$ cat src/rtl/div_pkg.sv
`default_nettype none
// ============================================================================
//  Module      : div_pkg
//  Description : Shared definitions for the iterative restoring divider:
//                operation encodings, FSM state type and a conditional
//                two's-complement negate helper.
//  Revision    : 1.0 - initial release
// ============================================================================
package div_pkg;

  // Operation encodings; 2'b10 and 2'b11 are reserved and never accepted
  localparam logic [1:0] OP_DIVU = 2'b00;
  localparam logic [1:0] OP_DIV  = 2'b01;

  // Widest operand the helper below handles; callers resize to their WIDTH
  localparam int MAX_W = 64;

  typedef enum logic [1:0] {
    S_IDLE = 2'd0,
    S_RUN  = 2'd1,
    S_FIX  = 2'd2
  } state_e;

  // Two's-complement negate when neg is set. Operates at MAX_W bits; the low
  // WIDTH bits of the result are the correct WIDTH-bit negation, so callers
  // zero-extend on the way in and truncate on the way out.
  function automatic logic [MAX_W-1:0] cond_neg(input logic [MAX_W-1:0] v,
                                                input logic             neg);
    return neg ? (~v + 64'd1) : v;
  endfunction

endpackage : div_pkg
`default_nettype wire

$ cat src/rtl/div_step.sv
`default_nettype none
// ============================================================================
//  Module      : div_step
//  Description : One combinational restoring-division step. Shifts the
//                {rem_hi, quo} pair left by one and subtracts the divisor
//                from the upper half when the result stays non-negative.
//                Kept separate so two copies can be chained for a 2-bit/cycle
//                variant.
//  Revision    : 1.0 - initial release
// ============================================================================
module div_step #(
  parameter int WIDTH = 32
) (
  input  logic [WIDTH-1:0] rem_hi_i,
  input  logic [WIDTH-1:0] quo_i,
  input  logic [WIDTH-1:0] divisor_i,
  output logic [WIDTH-1:0] rem_hi_o,
  output logic [WIDTH-1:0] quo_o
);

  // rem_hi is always below the divisor, so the shifted value fits in
  // WIDTH+1 bits and bit WIDTH of the difference is a clean borrow flag.
  logic [WIDTH:0] shifted;
  logic [WIDTH:0] trial;
  logic           fits;

  assign shifted = {rem_hi_i, quo_i[WIDTH-1]};
  assign trial   = shifted - {1'b0, divisor_i};
  assign fits    = ~trial[WIDTH];

  assign rem_hi_o = fits ? trial[WIDTH-1:0] : shifted[WIDTH-1:0];
  assign quo_o    = {quo_i[WIDTH-2:0], fits};

endmodule : div_step
`default_nettype wire

$ cat src/rtl/iter_divider.sv
`default_nettype none
// ============================================================================
//  Module      : iter_divider
//  Description : Multi-cycle restoring divider, signed/unsigned, with a
//                start/busy/done handshake and divide-by-zero flag. Latency
//                is fixed at WIDTH+2 cycles from the accepting cycle to done.
//                dataOut = {remainder, quotient}.
//  Revision    : 1.0 - initial release
// ============================================================================
module iter_divider
  import div_pkg::*;
#(
  parameter int WIDTH = 32,
  parameter int CNT_W = $clog2(WIDTH + 1)
) (
  input  logic               clk,
  input  logic               reset,
  input  logic               start,
  input  logic [1:0]         op,
  input  logic [WIDTH-1:0]   dataA,
  input  logic [WIDTH-1:0]   dataB,
  output logic               busy,
  output logic               done,
  output logic [2*WIDTH-1:0] dataOut,
  output logic               div_by_zero
);

  state_e             state_q, state_d;
  logic [CNT_W-1:0]   cnt_q,   cnt_d;
  logic [WIDTH-1:0]   rem_q,   rem_d;    // partial remainder (upper half)
  logic [WIDTH-1:0]   quo_q,   quo_d;    // dividend shifting out / quotient in
  logic [WIDTH-1:0]   div_q,   div_d;    // |divisor|
  logic [WIDTH-1:0]   a_q,     a_d;      // original dividend for div-by-zero
  logic               qneg_q,  qneg_d;
  logic               rneg_q,  rneg_d;
  logic               zero_q,  zero_d;
  logic               done_q,  done_d;
  logic [2*WIDTH-1:0] dout_q,  dout_d;
  logic               dbz_q,   dbz_d;

  logic               op_valid;
  logic               is_signed;
  logic               accept;
  logic [WIDTH-1:0]   abs_a;
  logic [WIDTH-1:0]   abs_b;
  logic [WIDTH-1:0]   step_rem;
  logic [WIDTH-1:0]   step_quo;
  logic [WIDTH-1:0]   q_fix;
  logic [WIDTH-1:0]   r_fix;

  assign op_valid  = (op == OP_DIVU) || (op == OP_DIV);
  assign is_signed = (op == OP_DIV);
  // done_q high means this is the result cycle, where a new start is ignored
  assign accept    = start && op_valid && !done_q;

  // Magnitudes are unsigned WIDTH-bit, so |MIN| = 2^(WIDTH-1) stays exact
  assign abs_a = WIDTH'(cond_neg(64'(dataA), is_signed & dataA[WIDTH-1]));
  assign abs_b = WIDTH'(cond_neg(64'(dataB), is_signed & dataB[WIDTH-1]));

  assign q_fix = WIDTH'(cond_neg(64'(quo_q), qneg_q));
  assign r_fix = WIDTH'(cond_neg(64'(rem_q), rneg_q));

  div_step #(.WIDTH(WIDTH)) u_step (
    .rem_hi_i  (rem_q),
    .quo_i     (quo_q),
    .divisor_i (div_q),
    .rem_hi_o  (step_rem),
    .quo_o     (step_quo)
  );

  // State and datapath registers; reset discards any operation in flight
  always_ff @(posedge clk) begin
    if (reset) begin
      state_q <= S_IDLE;
      cnt_q   <= '0;
      rem_q   <= '0;
      quo_q   <= '0;
      div_q   <= '0;
      a_q     <= '0;
      qneg_q  <= 1'b0;
      rneg_q  <= 1'b0;
      zero_q  <= 1'b0;
      done_q  <= 1'b0;
      dout_q  <= '0;
      dbz_q   <= 1'b0;
    end else begin
      state_q <= state_d;
      cnt_q   <= cnt_d;
      rem_q   <= rem_d;
      quo_q   <= quo_d;
      div_q   <= div_d;
      a_q     <= a_d;
      qneg_q  <= qneg_d;
      rneg_q  <= rneg_d;
      zero_q  <= zero_d;
      done_q  <= done_d;
      dout_q  <= dout_d;
      dbz_q   <= dbz_d;
    end
  end

  // Next-state: accept in IDLE, one restoring step per RUN cycle, sign fix-up
  always_comb begin
    state_d = state_q;
    cnt_d   = cnt_q;
    rem_d   = rem_q;
    quo_d   = quo_q;
    div_d   = div_q;
    a_d     = a_q;
    qneg_d  = qneg_q;
    rneg_d  = rneg_q;
    zero_d  = zero_q;
    done_d  = 1'b0;
    dout_d  = dout_q;
    dbz_d   = dbz_q;

    case (state_q)
      S_IDLE: begin
        if (accept) begin
          a_d     = dataA;
          div_d   = abs_b;
          rem_d   = '0;
          quo_d   = abs_a;
          qneg_d  = (dataA[WIDTH-1] ^ dataB[WIDTH-1]) & is_signed;
          rneg_d  = dataA[WIDTH-1] & is_signed;
          zero_d  = (dataB == '0);
          cnt_d   = '0;
          state_d = S_RUN;
        end
      end

      S_RUN: begin
        rem_d = step_rem;
        quo_d = step_quo;
        cnt_d = cnt_q + CNT_W'(1);
        if (cnt_q == CNT_W'(WIDTH - 1)) begin
          state_d = S_FIX;
        end
      end

      S_FIX: begin
        // Divide-by-zero result is forced regardless of the iteration outcome
        if (zero_q) begin
          dout_d = {a_q, {WIDTH{1'b1}}};
        end else begin
          dout_d = {r_fix, q_fix};
        end
        dbz_d   = zero_q;
        done_d  = 1'b1;
        state_d = S_IDLE;
      end

      default: begin
        state_d = S_IDLE;
      end
    endcase
  end

  assign busy        = (state_q != S_IDLE);
  assign done        = done_q;
  assign dataOut     = dout_q;
  assign div_by_zero = dbz_q;

endmodule : iter_divider
`default_nettype wire
$ cat config.mk
export PLATFORM = sky130hd
export DESIGN_NAME = iter_divider
export DESIGN_NICKNAME = d
export VERILOG_FILES = /design/src/rtl/div_pkg.sv /design/src/rtl/div_step.sv /design/src/rtl/iter_divider.sv
export SDC_FILE = /design/constraint.sdc
export NUM_CORES = 1
export LEC_CHECK = 0
export ABC_AREA = 0
export BUFFER_PORTS_ARGS = -buffer_cell sky130_fd_sc_hd__buf_4
export CORE_MARGIN = 2
export CORE_UTILIZATION = 40
export DETAILED_ROUTE_END_ITERATION = 10
export PLACE_DENSITY_LB_ADDON = 0.05
export SYNTH_ARGS = -nofsm -noshare
export SYNTH_HDL_FRONTEND = slang
export SYNTH_SLANG_ARGS = --single-unit
$ cat constraint.sdc
create_clock -name clk -period 4.7 [get_ports clk]
set_input_delay 1.175 -clock clk [delete_from_list [all_inputs] [get_ports clk]]
set_output_delay 1.175 -clock clk [all_outputs]
set_load 0.1 [all_outputs]
==> results of run 1 <==
[through the flow]
step / total power [mW] / cell area, um2 / cells / hold slack [ns] / util
6_report: 5.13 / 14100 / 2074 / 0.450 / 0.478
5_1_grt: 5.40 / 14100 / 2074 / 0.467 / 0.478
4_1_cts: 5.18 / 14100 / 2074 / 0.453 / 0.478
3_5_place_dp: 3.21 / 13300 / 2030 / 0.447 / 0.450
3_3_place_gp: 3.21 / 13300 / 2030 / 0.442 / 0.450
2_1_floorplan: 2.81 / 12000 / 1581 / 0.431 / -
[cell type report]
| class | count | area, um2 |
|---|---|---|
| multi-input combinational | 1222 | 7310 |
| inverter | 54 | 203 |
| fill | 3086 | 15400 |
| tap | 390 | 488 |
| timing repair buffer | 159 | 1210 |
| clock buffer | 34 | 719 |
| clock inverter | 10 | 110 |
| sequential | 205 | 4110 |
[critical path: cells and delay by family, from the launching register on]
kind | cells | cell delay [ns]
adders and majority gates | 2 | 0.64
buffers and inverters | 2 | 0.39
AOI/OAI and AO/OA | 5 | 0.97
DFF | 1 | 0.34
and+or+nand+nor | 1 | 0.21
xor gates and xnor gates | 1 | 0.75
muxes | 1 | 0.34
[path summary, 6_finish.rpt]
kind / end / depth (start not counted) / startpoint / slack, ns
worst max-delay path: rem_q[5]$_SDFFE_PP0P_ / 12 / quo_q[31]$_SDFFE_PP0P_ / 0.97
worst min-delay path: div_q[26]$_SDFFE_PP0P_ / 2 / div_q[26]$_SDFFE_PP0P_ / 0.45
worst max register to register: rem_q[5]$_SDFFE_PP0P_ / 12 / quo_q[31]$_SDFFE_PP0P_ / 0.97
worst min register to register: div_q[26]$_SDFFE_PP0P_ / 2 / div_q[26]$_SDFFE_PP0P_ / 0.45
[registers in the layout, indices dropped and copies added, names as in the netlist]
name,cells
a_q,32
cnt_q,6
dataOut,64
div_by_zero,1
div_q,32
done,1
qneg_q,1
quo_q,32
rem_q,32
rneg_q,1
state_q,2
zero_q,1
[synth_stat cells (all sizes together) (4+ instances only)]
| master | count |
|---|---|
| a31oi | 9 |
| nand4 | 8 |
| or2 | 4 |
| and3 | 7 |
| buf | 10 |
| xnor2 | 54 |
| nor2 | 145 |
| nand3 | 18 |
| nand2 | 276 |
| inv | 54 |
| or4 | 14 |
| o41ai | 16 |
| a21oi | 151 |
| nand3b | 5 |
| nor4 | 10 |
| a2bb2oi | 5 |
| ha | 37 |
| nor2b | 8 |
| o211ai | 6 |
| a211oi | 55 |
| o21bai | 5 |
| xor2 | 84 |
| mux2i | 24 |
| nor3 | 25 |
| a22oi | 25 |
| nand2b | 11 |
| a22o | 4 |
| o21ai | 124 |
| a21o | 11 |
| or3 | 14 |
| clkbuf | 90 |
| o31ai | 26 |
| o22ai | 7 |
| dfxtp | 205 |
[power by group]
group	internal (mW)	leakage, nW	total (mW)	switching, mW
sequential	1.81	1.66	1.90	0.0884
clock	1.18	0.411	1.96	0.779
combinational	0.520	3.37	1.27	0.754
[metal layers]
layer  share of wire  GRT usage  up-vias
li1                -          -     5723
met1            0.45      0.312     5324
met2            0.48      0.405      239
met3           0.040     0.0288       46
met4           0.026     0.0637        0
met5               0          0        -
[cell families after synthesis]
kind of cell | count (synthesis) | share of synthesized area
multiplexers | 27 | 0.0229
XOR/XNOR | 138 | 0.101
buffers and inverters | 154 | 0.0493
flip-flops | 205 | 0.343
AND/OR/NAND/NOR | 553 | 0.203
adder cells (fa/ha/maj) | 38 | 0.0403
AO/OA/AOI/OAI | 466 | 0.241
==> impl_results.md, run 1 <==
* Core Rows at 63
* Leakage Power at 5.45 nW
* Status: complete, no violations
* Average instance area after synthesis at 7.57 um2
* Cell Chain, Critical Path: inv_1 > ha_1 > fa_1 > nand2b_1 > a21oi_1 > o21ai_0 > o211ai_1 > a21oi_1 > xnor2_2 > buf_4 > mux2_2 > a22o_1
* Post-synth top flop: dfxtp_1
* Worst-case clock buffer depth at 3
* Effective utilization at floorplan at 0.405
* Highest achievable clock rate at 268 MHz
* RSZ-0062 raised after global routing: no
* Routed wire per std cell at 17.9 um
* Pins over their slew limit at 0
* Post-synthesis cell type count at 66
* Headroom to the max-slew limit at 0.303
* Critical Path Max Stage Delay at 0.75 ns
* Number of antenna violations at the first check in global routing at 0
* Most used cells in the layout excluding fill and tap cells: nand2_1, dfxtp_1, buf_4
* Floorplan Core Area at 29600 um2
* Worst-Margin Slew at 1.04 ns
* Required time of the worst setup path at 5.11 ns
* Final critical-path required period at 3.73 ns
* Cts hold-fix bufs at 0
* Overall global routing resource usage at 0.236
* Finish-stage setup viols at 0
* Vias per std cell at 5.46
* HPWL after detailed placement at 27.7 mm
* Share of synthesized flip-flops with an asynchronous set or reset at 0
* H-tree depth at 1
* Initial DRC count at 697
* Post-cts repair resize count at 0
* Worst setup SP type: flop
* Die span in y at 177 um
* CP max FO at 18
* Post-Route Setup TNS at 0 ns
* Synthesized instance count at 1581
* Worst ir drop on vdd at 0.000229 V
* Post-Synthesis Cell Area at 12000 um2
* Crit end category: flop
* Number of placed I/O pins at 136
* Yosys top cell area share at 0.343
* Last weighted congestion value of the routability-driven placer at 0.866
* Setup CP Type: flop to flop
* TritonCTS clock tree: done
* Clock Latency Late Sink at 0.53 ns
* Synth-to-Final Area Change at 18.1%
* Synth Register Bits at 205
* First-pass GRT wire length at 59.7 mm
* Sum of routed wire length over all layers at 37.1 mm
* Maximum number of pins on one net before global-route repair at 94
* Cell type with the largest total area after synthesis: dfxtp_1
* Number of inserted diodes at 0
* Number of enable flip-flop cells after synthesis at 0
* Max Cap Violations at 0
* Fraction of layout instances using a drive strength above 1 at 0.135
* Fraction of the cycle the final worst path needs at 0.795
* CTS root buf: clkbuf_16
* Yosys warnings at 0
* Clk pin slew, worst setup/hold paths at 0.06 ns
* Clock Skews at 0.0170 ns
* Inserted Clock Buffers at 25
* Vias in the first global route at 10769
* Sequential fraction of the synthesis area at 0.343
* Ratio of total power to cell area at 362 nW/um2
* Cell with the most instances on the worst path: a21oi_1
* Data arrival time of the worst path at 4.15 ns
* Setup Buffers After CTS at 0
* Final Hold Vio Count at 0
* IO buf count at 135
* Final Net Count at 1774
* Worst Hold Class: flop to flop
* X dimension of the die at 177 um
* Worst-case setup slack after placement at 0.861 ns
* DR DRC count at 0
* Leading cell type in the layout, fill and taps excluded: nand2_1
* Total grt overflow at 0
* Number of antenna-violating nets in the routed design at 0
* Die area at 31300 um2
* Clock tree sinks at 205
* Via count at 11332
* Top cells by area, synth: dfxtp_1, nand2_1, a21oi_1
* Number of optimization iterations in the first detailed-route pass at 4
* Critical Path Slowest Stage Cell: xnor2_2
* Syn Nets at 1688
* Crit path setup slack, layout at 0.965 ns
Note: power is estimated with default switching activity, not from simulation.
==> inputs of run 2 (changes only) <==
clock period = 3.56 ns   (was 4.7 ns; I/O delays follow)
==> run 2 against run 1 <==
Compared with the run above:
- first-iteration DRC count rose by 20%
- maximum frequency rose by 16%
- combinational power rose by 35%
- design area rose by 1.7%
- register-to-register slack got worse by 0.63 ns
- hold slack improved by 0.0030 ns
- count of clock-buffer cells in the layout rose by 3
- sequential power rose by 31%
- utilization rose by 0.80 points
- setup slack got worse by 0.63 ns
- largest cell class unchanged
==> impl_results.md, run 2 (synthesized netlist as in run 1, its figures left out) <==
* Setup CP Type: flop to flop
* Finish-stage setup viols at 0 (unchanged)
* TritonCTS clock tree: done
* Number of buffer and inverter stages on the critical path at 0 (-2)
* Finished Core Util at 0.486 (+0.00804)
* Worst-case clock buffer depth at 3 (unchanged)
* Number of antenna-violating nets in the routed design at 0 (unchanged)
* Last weighted congestion value of the routability-driven placer at 0.905 (+4.5%)
* X dimension of the die at 177 um (unchanged)
* Cell internal pwr at 4.83 mW (+38%)
* Post-cts repair resize count at 0 (unchanged)
* Reg2reg setup slack at 0.33 ns (-0.63 ns)
* Die span in y at 177 um (unchanged)
* Clock Skews at 0.0124 ns (-0.00463 ns)
* Data arrival time of the worst path at 3.62 ns (-0.53 ns)
* Crit end category: flop
* Final critical-path required period at 3.23 ns (-0.507 ns)
* Most used cells in the layout excluding fill and tap cells: nand2_1, dfxtp_1, buf_4
* Setup Buffers After CTS at 0 (unchanged)
* Cell Chain, Critical Path: or4_1 > or4_1 > or3_1 > or3_1 > o31ai_1 > xor2_1 > o21ai_1 > nand2_1 > a21oi_1
* Sum of routed wire length over all layers at 37.5 mm (+1.2%)
* Synth-to-Final Area Change at 20.1%
* H-tree depth at 1 (unchanged)
* Critical Path Slowest Stage Cell: or4_1
* Post-Route Setup TNS at 0 ns (unchanged)
* IO buf count at 135 (unchanged)
* Final Hold Vio Count at 0 (unchanged)
* Worst ir drop on vdd at 0.000403 V (+76%)
* Cts hold-fix bufs at 0 (unchanged)
* Via count at 11407 (+0.66%)
* Max Cap Violations at 0 (unchanged)
* Clk pin slew, worst setup/hold paths at 0.06 ns (about the same)
* Vias per std cell at 5.44 (-0.35%)
* Ratio of total power to cell area at 486 nW/um2 (+34%)
* Number of inserted diodes at 0 (unchanged)
* Gate power share at 0.247 (-0.002)
* Gate family responsible for the most delay along the worst path: simple AND/OR/NAND/NOR gates
* Worst R2R Start: rem_q[10]$_SDFFE_PP0P_
* First-pass GRT wire length at 59.6 mm (-0.17%)
* Die area at 31300 um2 (unchanged)
* Floorplan Core Area at 29600 um2 (unchanged)
* Required time of the worst setup path at 3.95 ns (-1.16 ns)
* Maximum number of pins on one net before global-route repair at 174 (+85%)
* Leakage Power at 5.59 nW (+2.5%)
* Net switching fraction of the power at 0.309 (-0.00724)
* Total Power Consumption at 6.99 mW (+36%)
* Hold wc startpoint: a_q[15]$_SDFFE_PP0P_
* Status: complete, no violations
* Part of the total power dissipated in the clock network at 0.396 (+0.014)
* Final Instance Count excl. Fillers at 2095 (+1.0%)
* Highest achievable clock rate at 310 MHz (+16%)
* Worst-Margin Slew at 1.16 ns (+0.117 ns)
* HPWL after detailed placement at 28.0 mm (+1.1%)
* Clock tree sinks at 205 (unchanged)
* Inserted Clock Buffers at 25 (unchanged)
* Clock Latency Late Sink at 0.55 ns (+0.02 ns)
* Effective utilization at floorplan at 0.405 (unchanged)
* Total grt overflow at 0 (unchanged)
* Number of stages on the worst hold path at 2 (unchanged)
* Pins over their slew limit at 0 (unchanged)
* Number of antenna violations at the first check in global routing at 0 (unchanged)
* RSZ-0062 raised after global routing: no
* Initial DRC count at 836 (+20%)
* Routed wire per std cell at 17.9 um (+0.16%)
* End of the worst register-to-register path: dataOut[61]$_SDFFE_PP0P_
* Number of placed I/O pins at 136 (unchanged)
* CTS root buf: clkbuf_16
* Number of cells on the worst reg-to-reg path at 9 (-3)
* Overall global routing resource usage at 0.238 (+0.00198)
* Number of optimization iterations in the first detailed-route pass at 6 (+2)
* Psw at 2.16 mW (+33%)
* Headroom to the max-slew limit at 0.224 (-0.0784)
* Fraction of the cycle the final worst path needs at 0.907 (+0.112)
* DR DRC count at 0 (unchanged)
* Placed insts at 2050 (+0.99%)
* Vias in the first global route at 10912 (+1.3%)
* Leading cell type in the layout, fill and taps excluded: nand2_1
* Worst Hold Class: flop to flop
* Fraction of layout instances using a drive strength above 1 at 0.144 (+0.00948)
* Largest register FFs at 64 (unchanged)
* End point of the most critical hold path: a_q[15]$_SDFFE_PP0P_
* CP max FO at 8 (-10)
* Final Net Count at 1794 (+1.1%)
* Fraction of power consumed by sequential logic at 0.357 (-0.013)
* Critical Path Max Stage Delay at 0.62 ns (-0.13 ns)
* Worst setup SP type: flop
* Count of filler cells inserted in the layout at 2994 (-3.0%)
* Core Rows at 63 (unchanged)
==> run 2: cell count changes in the layout (fill, tap and decap cells not counted), sizes merged <==
cell    previous run  this run
buf              159       179
clkinv             6         2
clkbuf            34        37
bufinv             2         4
==> run 2: worst reg2reg max path, cell delays in order (launching register included) <==
cell and delay, ns:
dfxtp_1 0.42, or4_1 0.62, or4_1 0.46, or3_1 0.46, or3_1 0.45, o31ai_1 0.26
xor2_1 0.17, o21ai_1 0.07, nand2_1 0.12, a21oi_1 0.06
==> run 2: per-stage QoR <==
stage                     area (um2)  hold slack (ns)  setup WS (ns)
after global routing           14400            0.472          0.207
after CTS                      14400            0.455          0.340
after floorplan                12000            0.431          0.472
after global placement         13500            0.442          0.238
final                          14400            0.453          0.332
after detailed placement       13500            0.446          0.192
==> run 2: final cells by class <==
class,count,area [um2],area share
multi-input cells,1222,7320,0.509
flip-flops and latches,205,4110,0.285
repair buffers,179,1370,0.0952
clock buffers,37,741,0.0515
clock inverters,8,158,0.0110
inverters,54,203,0.0141
well taps,390,488,0.0339
==> run 2: worst max-delay path by stage <==
stage | startpoint | end | slack, ns | cells past startpoint
5_1_grt | rem_q[10]$_SDFFE_PP0P_ | dataOut[61]$_SDFFE_PP0P_ | 0.21 | 9
3_3_place_gp | dataA[5] | quo_q[31]$_SDFFE_PP0P_ | 0.24 | 9
6_report | rem_q[10]$_SDFFE_PP0P_ | dataOut[61]$_SDFFE_PP0P_ | 0.33 | 9
3_5_place_dp | dataA[5] | quo_q[31]$_SDFFE_PP0P_ | 0.19 | 9
4_1_cts | rem_q[10]$_SDFFE_PP0P_ | dataOut[61]$_SDFFE_PP0P_ | 0.34 | 9
2_1_floorplan | dataA[5] | quo_q[28]$_SDFFE_PP0P_ | 0.47 | 9
==> run 2: routing by layer <==
layer	up-vias	track usage	wire [um]
met5	-	0	0
met4	0	0.0627	818
met3	43	0.0303	1520
met2	235	0.409	18200
met1	5365	0.315	17000
li1	5764	-	-
==> run 2: power by group through the flow <==
stage | clock, mW | combinational [mW] | sequential (mW)
floorplan | 0 | 1.20 | 2.51
global placement | 0 | 1.71 | 2.54
detailed placement | 0 | 1.71 | 2.54
CTS | 2.83 | 1.72 | 2.49
global route | 2.92 | 1.90 | 2.51
finish | 2.77 | 1.72 | 2.49
